==> src/rtl/equ_cmp_bank.sv <==
// equ_cmp_bank
// Bank of independent equality comparators against a shared counter,
// typically used to raise line-count events from a video timing counter.
//
// Ports:
//   MasterClock  sole clock, all state changes on the rising edge
//   nRESET       asynchronous active-low reset, clears all state
//   CNT          counter value compared against every channel
//   WR           strobe: CMP[WSEL] <= WDATA
//   CWR          strobe: {ONESHOT,EN}[WSEL] <= WDATA[1:0]
//   WSEL         channel select for WR/CWR (values >= CHANNELS are ignored)
//   WDATA        write data
//   ACK          per-channel pending-clear strobes
//   HIT          one-cycle pulse on the rising edge of a channel's match
//   PEND         sticky per-channel pending flag
//   IRQ          registered OR of PEND
module equ_cmp_bank #(
  parameter int WIDTH    = 9,
  parameter int CHANNELS = 4,
  parameter int SELW     = 3
) (
  input  logic                MasterClock,
  input  logic                nRESET,
  input  logic [WIDTH-1:0]    CNT,
  input  logic                WR,
  input  logic                CWR,
  input  logic [SELW-1:0]     WSEL,
  input  logic [WIDTH-1:0]    WDATA,
  input  logic [CHANNELS-1:0] ACK,
  output logic [CHANNELS-1:0] HIT,
  output logic [CHANNELS-1:0] PEND,
  output logic                IRQ
);

  logic [CHANNELS-1:0] match_p0;
  logic [CHANNELS-1:0] rise_p0;
  logic [CHANNELS-1:0] md_p1;

  // ---- stage 0: per-channel configuration and raw match ----
  for (genvar c = 0; c < CHANNELS; c++) begin : g_ch
    logic [WIDTH-1:0] cmp;
    logic             en;
    logic             oneshot;
    logic             sel;

    // An out-of-range WSEL never equals any channel index, so such
    // writes fall through without touching state.
    assign sel         = (WSEL == SELW'(c));
    assign match_p0[c] = en & (CNT == cmp);
    assign rise_p0[c]  = match_p0[c] & ~md_p1[c];

    always_ff @(posedge MasterClock or negedge nRESET) begin
      if (!nRESET) begin
        cmp     <= '0;
        en      <= 1'b0;
        oneshot <= 1'b0;
      end else begin
        if (WR && sel) begin
          cmp <= WDATA;
        end
        // A host control write takes priority over the one-shot disarm
        // happening on the same edge.
        if (CWR && sel) begin
          en      <= WDATA[0];
          oneshot <= WDATA[1];
        end else if (oneshot && rise_p0[c]) begin
          en <= 1'b0;
        end
      end
    end
  end

  // ---- stage 1: match history, hit pulse, pending flags ----
  always_ff @(posedge MasterClock or negedge nRESET) begin
    if (!nRESET) begin
      md_p1 <= '0;
      HIT   <= '0;
      PEND  <= '0;
    end else begin
      md_p1 <= match_p0;
      HIT   <= rise_p0;
      // A new hit wins over an acknowledge on the same edge.
      PEND  <= rise_p0 | (PEND & ~ACK);
    end
  end

  // ---- stage 2: interrupt request ----
  always_ff @(posedge MasterClock or negedge nRESET) begin
    if (!nRESET) begin
      IRQ <= 1'b0;
    end else begin
      IRQ <= |PEND;
    end
  end

endmodule

==> config.mk <==
export PLATFORM = sky130hd
export DESIGN_NAME = equ_cmp_bank
export DESIGN_NICKNAME = d
export VERILOG_FILES = /design/src/rtl/equ_cmp_bank.sv
export SDC_FILE = /design/constraint.sdc
export NUM_CORES = 1
export LEC_CHECK = 0
export BUFFER_PORTS_ARGS = -buffer_cell sky130_fd_sc_hd__buf_2
export CORE_ASPECT_RATIO = 0.6
export CORE_MARGIN = 5
export CORE_UTILIZATION = 42
export CTS_BUF_LIST = sky130_fd_sc_hd__clkbuf_16
export CTS_CLUSTER_DIAMETER = 30
export CTS_CLUSTER_SIZE = 28
export DETAILED_ROUTE_END_ITERATION = 7
export HOLD_SLACK_MARGIN = 0.05
export PLACE_DENSITY = 0.61
export SLEW_MARGIN = 25
export SYNTH_ARGS = -nofsm -noshare
export SYNTH_HDL_FRONTEND = slang
export SYNTH_SLANG_ARGS = --single-unit
export TNS_END_PERCENT = 50
==> constraint.sdc <==
create_clock -name MasterClock -period 1.4 [get_ports MasterClock]
set_input_delay 0.14 -clock MasterClock [delete_from_list [all_inputs] [get_ports MasterClock]]
set_output_delay 0.14 -clock MasterClock [all_outputs]
set_load 0.005 [all_outputs]
# After elaboration in Yosys (flattened, before gate mapping)
# Cells that the tools add are included.
[totals] regBits=57 latch_bits=0 ramBits=0 romBits=0 inputBits=29 out_inout_bits=9 elab_cells=64 n_memories=0
[op_classes] n_addsub=0 mul=0 div=0 order_cmp=0 eq_ne=7 n_shift=0 n_mux=8 n_bitwise=15 n_reduce_logical=18
[ops] cell="$eq 9x9->1" count=4
[ops] cell="$logic_and 1x1->1" count=12
[ops] cell="$and 1x1->1" count=8
[ops] cell="$mux 1" count=8
[ops] cell="$reduce_bool 2->1" count=4
[ops] cell="$eq 3x2->1 const B" count=2
[ops] cell="$and 4x4->4" count=1
[ops] cell="$not 1->1" count=4
[ops] cell="$not 4->4" count=1
[ops] cell="$or 4x4->4" count=1
[ops] cell="$reduce_or 4->1" count=1
[ops] cell="$eq 3x1->1 const B" count=1
[ops] cell="$logic_not 3->1" count=1

# Depth between registers and ports, before layout
# Gate-level depths: netlist (run 1).
[depth] depth_word=6 depth_mapped=4 depth_no_buf=4

# Least setup slack after synthesis (run 1)
# No wires, ideal clock.
[synth_path] kind="register -> register" start="register g_ch[2].cmp[4]" end="register g_ch[2].en" setup_time_ns=0.129 t_arrival_ns=1.314 t_required_ns=1.271 slack_ns=-0.043 stages_incl_launch_ff=5 n_path_buf=0 synth_period_minus_slack_ns=1.443 path_cell_list="dfrtp_1 > xor2_1 > nor4_2 > nand4_1 > o41a_1"
[synth_between] elab_chain_cells=5
[synth_lines] element="from (decl)" line_no="41" source="logic [WIDTH-1:0] cmp;"
[synth_lines] element="from (signal assigned)" line_no="54" source="cmp <= '0;"
[synth_lines] element="from (signal assigned)" line_no="59" source="cmp <= WDATA;"
[synth_lines] element="$eq 9x9->1" line_no="49" source="assign match_p0[c] = en & (CNT == cmp);"
[synth_lines] element="$and 1x1->1" line_no="49"
[synth_lines] element="$and 1x1->1" line_no="50" source="assign rise_p0[c] = match_p0[c] & ~md_p1[c];"
[synth_lines] element="$logic_and 1x1->1" line_no="66" source="end else if (oneshot && rise_p0[c]) begin"
[synth_lines] element="$reduce_bool 2->1 (no source line)"
[synth_lines] element="to (signal assigned)" line_no="64" source="en <= WDATA[0];"
[synth_lines] element="to (decl)" line_no="42" source="logic en;"
# No other way between the ends.
# A chain may end at the register's enable or synchronous reset.

# Worst setup path in the final report (run 1)
[layout_path] start="register g_ch[1].cmp[1]" end="register g_ch[1].en"
[layout_between] elab_chain_cells=5
[layout_lines] element="from (decl)" line_no="41"
[layout_lines] element="from (signal assigned)" line_no="54"
[layout_lines] element="from (signal assigned)" line_no="59"
[layout_lines] element="$eq 9x9->1" line_no="49"
[layout_lines] element="$and 1x1->1" line_no="49"
[layout_lines] element="$and 1x1->1" line_no="50"
[layout_lines] element="$logic_and 1x1->1" line_no="66"
[layout_lines] element="$reduce_bool 2->1 (no source line)"
[layout_lines] element="to (signal assigned)" line_no="64"
[layout_lines] element="to (decl)" line_no="42"
# No other way between the ends.

==> results of run 1 <==
-- final timing paths --
check	end	start	depth (start not counted)	slack, ns
max in group asynchronous	g_ch[2].cmp[6]	nRESET	3	0.61
hold / removal	g_ch[3].cmp[2]	WDATA[2]	2	0.08
setup reg to reg	g_ch[1].en	g_ch[1].cmp[1]	4	-0.13
hold reg to reg	HIT[3]	md_p1[3]	1	0.48
min in group asynchronous	HIT[3]	nRESET	2	0.29
setup / recovery	g_ch[1].en	g_ch[1].cmp[1]	4	-0.13
-- timing repair --
action | 4_1_cts | 5_1_grt
endpoints found under the hold margin | 16 | 0
pin swaps | 5 | 6
cloned | 0 | 0
endpoints found under the setup margin | 9 | 14
gates resized for setup | 3 | 5
hold buffers | 4 | 0
-- synthesized netlist by cell type, types with 3 or more instances --
master,instances,area [um2]
dfrtp_1,57,1430
inv_1,10,37.5
mux2_1,35,394
mux2_2,5,56.3
nand2_1,4,15.0
nand2b_1,4,25.0
nand4_1,5,31.3
nor2_1,8,30.0
nor3_1,4,20.0
nor4_2,3,37.5
xnor2_1,14,123
xor2_1,22,193
-- cell families after synthesis --
group                     count (synthesis)  synth area share
AOI/OAI and AO/OA                        10            0.0291
xor gates and xnor gates                 36             0.122
buffers and inverters                    11            0.0165
DFF                                      57             0.554
muxes                                    41             0.179
and+or+nand+nor                          41            0.0991
-- per-stage QoR --
step / std cells / instance area, um2 / power, W / hold WS (ns)
finish: 354 / 3420 / 0.00477 / 0.0800
global route: 354 / 3420 / 0.00502 / 0.0800
CTS: 354 / 3390 / 0.00484 / 0.0680
detailed placement: 335 / 3080 / 0.00292 / 0.0969
global placement: 335 / 3080 / 0.00289 / 0.0958
floorplan: 196 / 2570 / 0.00259 / -0.156
-- state kept, by name (all words and copies together) (netlist names) --
register      flops
g_ch.en           4
PEND              4
IRQ               1
g_ch.cmp         36
HIT               4
md_p1             4
g_ch.oneshot      4
-- placed cells by master (no fill, tap or decap), types with 3 or more instances in the layout --
master	n
xnor2_1	13
buf_4	13
nor3_1	3
mux2_2	5
nor2_1	7
mux2_1	35
nand2b_1	4
nor4_2	3
nand4_1	5
nand2_1	4
dfrtp_1	57
xor2_1	22
dlygate4sd3_1	4
inv_1	11
nor2_2	3
buf_12	6
clkinv_2	4
clkbuf_16	9
buf_2	37
-- per-layer routing --
| layer | track usage | vias to the layer above | wire [um] |
|---|---|---|---|
| met1 | 0.228 | 845 | 2940 |
| li1 | - | 820 | - |
| met3 | 0.0641 | 9 | 278 |
| met2 | 0.222 | 31 | 2400 |
| met5 | 0 | - | 0 |
| met4 | 0.0526 | 0 | 68 |
-- final cells by class --
| class | count | area (um2) | area share |
|---|---|---|---|
| clock buffer | 9 | 225 | 0.0659 |
| clock inverter | 6 | 27.5 | 0.00805 |
| multi-input combinational | 128 | 1150 | 0.338 |
| sequential | 57 | 1430 | 0.417 |
| inverter | 10 | 37.5 | 0.0110 |
| timing repair buffer | 60 | 443 | 0.130 |
| tap | 84 | 105 | 0.0307 |
-- critical path: cells and delay by family (launching register included) --
| family | cells | cell delay [ns] |
|---|---|---|
| xor gates and xnor gates | 1 | 0.18 |
| DFF | 1 | 0.39 |
| AOI/OAI and AO/OA | 1 | 0.33 |
| and+or+nand+nor | 2 | 0.51 |
-- where the power goes --
group / switching, W / internal (W)
Combinational: 0.000379 / 0.000434
Clock: 0.000700 / 0.00115
Sequential: 0.000170 / 0.00194
==> flow_summary.toml, run 1 <==
[clock_tree]
h-tree-depth = 3
numCtsBuffers = 9
cts_sinks = 57
max-clock-path-buffers = 2
post-cts-setup-buffers = 0
root_buffer = "clkbuf_16"
cts.reportedPaths.clkPinSlew_ns = 0.05
insertion_delay_ns = 0.32
tritoncts = "yes"

[die]
die_y_um = 70.7
initial_core_util = 0.427
core-area_um2 = 6030
ios = 38
die_x_um = 111
die-area_um2 = 7850
row_count = 22

[synth]
async_flop_share = 1.00
synth_area_um2 = 2570
synth.distinct_cells = 31
synth-edff-count = 0
syn_inst = 196
yosysWarnings = 0
synth_top_flop_cell = "dfrtp_1"
syn-num-nets = 225
ys_seq_elements = 57
seq_area_frac_synth = 0.554
syn_area_per_cell_um2 = 13.1

[sta]
timing.fmax_mhz = 652
rsz0062_at_grt = "true"
slew_headroom = 0.719
drv_slew = 0
setup_ws_ns = -0.134
period_share = 1.10
worst_slew_pin_slew_ns = 0.422
hold_viol_final = 0
finalSetupViolations = 5
min_period_ns = 1.53
skew_ns = 0.00741
finalSetupTns_ns = -0.463

[routing]
ant_nets = 0
drtIter0Drc = 34
first_pass_iters = 4
vias_per_cell = 4.82
wl_per_cell_um = 16.0
route.vias.total = 1705
drcViolationCount = 0
wl_um = 5680

[final_layout]
n_antenna_cell = 0
drive_above_1_share = 0.326
utilization = 0.567
nFillCells = 504
final_nets = 295
syn2layout_area_growth_pct = 32.8

[critical_path]
end_kind = "register"
crit_required_ns = 1.60
worstPathArrival_ns = 1.73
slowest_stage = "dfrtp_1"
cp-start-kind = "register"
slowest_delay_ns = 0.39
critPathKind = "register to register"
cp_cell_sequence = "xor2_1 > nor4_2 > nand3_1 > o41a_1"
path_max_fanout = 2

[global_routing]
grt_pass1_vias = 1832
grt_overflow_total = 0
grt_pass1_wl_um = 9520
grt_start_max_net_pins = 29
antenna_found_initial = 0
grt_usage = 0.160

[min_path]
hp-class = "input port to register"

[run_status]
status = "complete, but fails checks"
violations = "setup timing"

[pwr]
vdd_drop_max_uv = 659
leakage_nw = 1.59
p_per_area_nw_per_um2 = 1400

[placement]
dp_hpwl_um = 4220
dp_slack_ns = -0.159
buffer_ports.inserted = 37
gp_congestion = 0.739

[job]
maxCapViolCount = 0
Power figures use the tool's default switching activity.
==> run 2: changes to the inputs <==
Settings changed: SKIP_LAST_GASP from default to 1.
==> flow_summary.toml, run 2 (synthesis gave the netlist of run 1 again) <==
[run_status]
status = "complete, but fails checks"
violations = "setup timing"

[pwr]
vdd_drop_max_uv = 658
total_power_w = 0.00476
leakage_nw = 1.59
p_per_area_nw_per_um2 = 1400

[critical_path]
worstPathArrival_ns = 1.73
path_max_fanout = 2
cp-start-kind = "register"
crit_required_ns = 1.60
end_kind = "register"
cp_cell_sequence = "xor2_1 > nor4_2 > nand3_1 > o41a_1"
slowest_delay_ns = 0.39
crit_buf_inv = 0
critPathKind = "register to register"
slowest_stage = "dfrtp_1"
cp_top_family = "simple AND/OR/NAND/NOR gates"

[final_layout]
largest_register_ff_count = 36
top_register = "g_ch.cmp"
mostFrequentLayoutCells = "dfrtp_1 (57), buf_2 (37), mux2_1 (35), xor2_1 (22)"
drive_above_1_share = 0.307
n_antenna_cell = 0
syn2layout_area_growth_pct = 31.8
final_nets = 295
postLayoutCellArea_um2 = 3390
layout_commonest_cell = "dfrtp_1"

[die]
core-area_um2 = 6030
row_count = 22
die_y_um = 70.7
ios = 38
die-area_um2 = 7850
initial_core_util = 0.427
die_x_um = 111

[clock_tree]
cts_sinks = 57
root_buffer = "clkbuf_16"
insertion_delay_ns = 0.32
numCtsBuffers = 9
max-clock-path-buffers = 2
tritoncts = "yes"
h-tree-depth = 3
cts.reportedPaths.clkPinSlew_ns = 0.05

[global_routing]
use_met1 = 0.228
antenna_found_initial = 0
grt_start_max_net_pins = 29
grt.busiest_layer = "met1"
grt_util_met2 = 0.222
globalRouteMet3Util = 0.0641
grt_usage = 0.160
grt_overflow_total = 0
grt_pass1_wl_um = 9530
grt_pass1_vias = 1833

[sta]
rsz0062_at_grt = "true"
setup_ws_ns = -0.132
min_period_ns = 1.53
period_share = 1.09
slew_headroom = 0.719
drv_slew = 0
skew_ns = 0.00733
timing.fmax_mhz = 653
finalSetupViolations = 6
finalSetupTns_ns = -0.457
whs_ns = 0.0790
hold_viol_final = 0
worst_slew_pin_slew_ns = 0.422

[routing]
ant_nets = 0
drcViolationCount = 0
route.vias.total = 1691
first_pass_iters = 4
vias_per_cell = 4.78
wl_um = 5650
wl_per_cell_um = 16.0
drtIter0Drc = 37

[placement]
buffer_ports.inserted = 37
dp_hpwl_um = 4220
dpl_cell_area_um2 = 3080
dp_slack_ns = -0.159
gp_congestion = 0.739

[job]
maxCapViolCount = 0

[min_path]
hp-class = "input port to register"
## run 2: cell counts in the layout (fill, tap and decap cells not counted)
No cell type changed its count.
## run 2: timing repair
| item | in CTS | in global routing |
|---|---|---|
| gates resized for setup | 1 | 2 |
| hold buffers | 4 | 0 |
| endpoints found under the setup margin | 9 | 14 |
| endpoints found under the hold margin | 16 | 0 |
| pin swaps | 5 | 5 |
| buffers inserted | 0 | 0 |
| gates cloned | 0 | 0 |
## run 2: final timing paths
check | startpoint | end | slack, ns | cells past startpoint
worst max register to register | g_ch[1].cmp[1] | g_ch[1].en | -0.13 | 4
worst max-delay path | g_ch[1].cmp[1] | g_ch[1].en | -0.13 | 4
max in group asynchronous | nRESET | g_ch[2].cmp[6] | 0.61 | 3
worst min-delay path | WDATA[2] | g_ch[3].cmp[2] | 0.08 | 2
worst min register to register | md_p1[3] | HIT[3] | 0.46 | 1
min in group asynchronous | nRESET | HIT[3] | 0.29 | 2
## run 2: per-stage QoR
stage | cells | utilization
floorplan | 196 | -
global placement | 335 | 0.511
detailed placement | 335 | 0.511
CTS | 354 | 0.560
global route | 354 | 0.563
finish | 354 | 0.563
## run 2: where the power goes
part | switching, W | internal [W]
logic | 0.000370 | 0.000431
registers | 0.000170 | 0.00194
clock network | 0.000694 | 0.00115
total | 0.00123 | 0.00352
## run 2: worst register-to-register path: cells and delay by family (launching register included)
family	cells	cell delay, ns
compound gates	1	0.33
xor+xnor	1	0.18
flops	1	0.39
simple gates	2	0.51
## run 2: layout make-up
type | instances | area (um2)
tap | 84 | 105
clock buffer | 9 | 225
sequential | 57 | 1430
timing repair buffer | 60 | 443
multi-input combinational | 128 | 1130
inverter | 10 | 37.5
clock inverter | 6 | 27.5
fill | 509 | 2630
## run 2: per-layer routing
layer | wire length, um | up-vias
met3 | 279 | 9
met5 | 0 | -
met4 | 68 | 0
met1 | 2930 | 831
li1 | - | 820
met2 | 2370 | 31
==> run 3: changes to the inputs <==
Settings changed: BUFFER_PORTS_ARGS -buffer_cell sky130_fd_sc_hd__buf_2 to default, CTS_CLUSTER_SIZE 28 to default, DONT_BUFFER_PORTS from default to 1, PLACE_DENSITY 0.61 to 0.56.
==> flow_summary.toml, run 3 (synthesis gave the netlist of run 1 again) <==
[critical_path]
setup.worst_path.start = "g_ch[2].cmp[4]"
slowest_stage = "o41a_1"
rr_endpoint = "g_ch[2].en"
r2r_setup_slack_ns = -0.12
crit_required_ns = 1.59
worstReg2RegStart = "g_ch[2].cmp[4]"
ff2ff_path_depth = 4
worstPathArrival_ns = 1.72
slowest_delay_ns = 0.39
end_kind = "register"
cp-start-kind = "register"
cp-endpoint = "g_ch[2].en"
cp_cell_sequence = "xor2_1 > nor4_2 > nand4_1 > o41a_1"
critPathKind = "register to register"
path_max_fanout = 2

[routing]
drcViolationCount = 0
drtIter0Drc = 106
first_pass_iters = 4
route.vias.total = 1632
vias_per_cell = 5.10
wl_um = 5720
ant_nets = 0
wl_per_cell_um = 17.9

[global_routing]
grt_usage = 0.162
grt_pass1_wl_um = 9510
grt_pass1_vias = 1769
antenna_found_initial = 0
grt_start_max_net_pins = 58
grt_overflow_total = 0

[clock_tree]
numCtsBuffers = 9
root_buffer = "clkbuf_16"
cts.reportedPaths.clkPinSlew_ns = 0.05
hold_buffers = 13
h-tree-depth = 3
cts_sinks = 57
tritoncts = "yes"
insertion_delay_ns = 0.31
max-clock-path-buffers = 2
post-cts-setup-buffers = 0

[sta]
finalSetupViolations = 7
period_share = 1.09
skew_ns = 0.00482
hold_viol_final = 57
min_period_ns = 1.52
finalSetupTns_ns = -0.281
whs_ns = -0.484
timing.fmax_mhz = 657
setup_ws_ns = -0.122
drv_slew = 0
worst_slew_pin_slew_ns = 0.363
rsz0062_at_grt = "true"
slew_headroom = 0.757

[pwr]
vdd_drop_max_uv = 755
leakage_nw = 1.44
p_per_area_nw_per_um2 = 1480

[die]
core-area_um2 = 6030
row_count = 22
initial_core_util = 0.427
ios = 38
die_y_um = 70.7
die_x_um = 111
die-area_um2 = 7850

[job]
maxCapViolCount = 0

[run_status]
violations = "hold timing, setup timing"
status = "complete, but fails checks"

[final_layout]
utilization = 0.542
top_register = "g_ch.cmp"
stdcell_count = 320
syn2layout_area_growth_pct = 26.9
n_antenna_cell = 0
ff_latch_area_um2 = 1430
largest_register_ff_count = 36
layout_commonest_cell = "dfrtp_1"
drive_above_1_share = 0.174
nFillCells = 508
multi_input_area_um2 = 1150
final_nets = 260
mostFrequentLayoutCells = "dfrtp_1 (57), mux2_1 (35), xor2_1 (22)"

[placement]
gp_congestion = 0.772
dp_hpwl_um = 4170
place_inst = 291
buffer_ports.inserted = 0

[min_path]
hp-class = "input port to async pin"
[run 3: cell count changes in the layout (fill, tap and decap cells not counted), moves of 2 or more]
cell	delta
buf_12	-2
buf_2	-37
buf_4	-5
clkinv_2	-2
dlygate4sd3_1	+9
inv_1	+2
[run 3: final cells by class]
| cell class | instances | share of cell area |
|---|---|---|
| flip-flops and latches | 57 | 0.437 |
| multi-input cells | 128 | 0.351 |
| repair buffers | 25 | 0.0827 |
| clock buffers | 9 | 0.0689 |
| well taps | 84 | 0.0322 |
| clock inverters | 7 | 0.0169 |
| inverters | 10 | 0.0115 |
[run 3: worst min-delay path by stage]
| stage | from | to | slack [ns] | depth (start not counted) |
|---|---|---|---|---|
| detailed placement | nRESET | g_ch[3].cmp[8] | -0.15 | 0 |
| CTS | nRESET | g_ch[2].cmp[8] | -0.50 | 0 |
| floorplan | nRESET | HIT[0] | -0.16 | 0 |
| global placement | nRESET | g_ch[2].cmp[8] | -0.15 | 0 |
| finish | nRESET | g_ch[3].cmp[7] | -0.48 | 0 |
| global route | nRESET | g_ch[3].cmp[8] | -0.51 | 0 |
[run 3: layer usage]
layer | wire (um) | track usage | share of wire
met5 | 0 | 0 | 0
met4 | 42 | 0.0459 | 0.0073
met3 | 294 | 0.0726 | 0.051
met2 | 2590 | 0.245 | 0.45
met1 | 2800 | 0.214 | 0.49
[run 3: repair_timing]
item                                    4_1_cts  5_1_grt
resized for setup                             2        4
endpoints found under the hold margin       103       57
pin swaps                                     2        4
endpoints found under the setup margin        9       15
[run 3: worst max-delay path: cells and delay by family, from the launching register on]
family                    cells  cell delay, ns
AOI/OAI and AO/OA             1            0.39
xor gates and xnor gates      1            0.15
DFF                           1            0.38
and+or+nand+nor               2            0.47
[run 3: report_power, final]
part | total [W] | switching, W | internal, W
clock | 0.00200 | 0.000663 | 0.00134
sequential | 0.00211 | 0.000175 | 0.00194
combinational | 0.000724 | 0.000320 | 0.000404
[run 3: metrics by stage]
stage               setup WS (ns)  total power [W]  instance area (um2)
floorplan                 -0.0346          0.00259                 2570
global placement           -0.111          0.00276                 2820
detailed placement         -0.134          0.00280                 2820
CTS                        -0.127          0.00488                 3240
global route               -0.227          0.00510                 3270
finish                     -0.122          0.00484                 3270
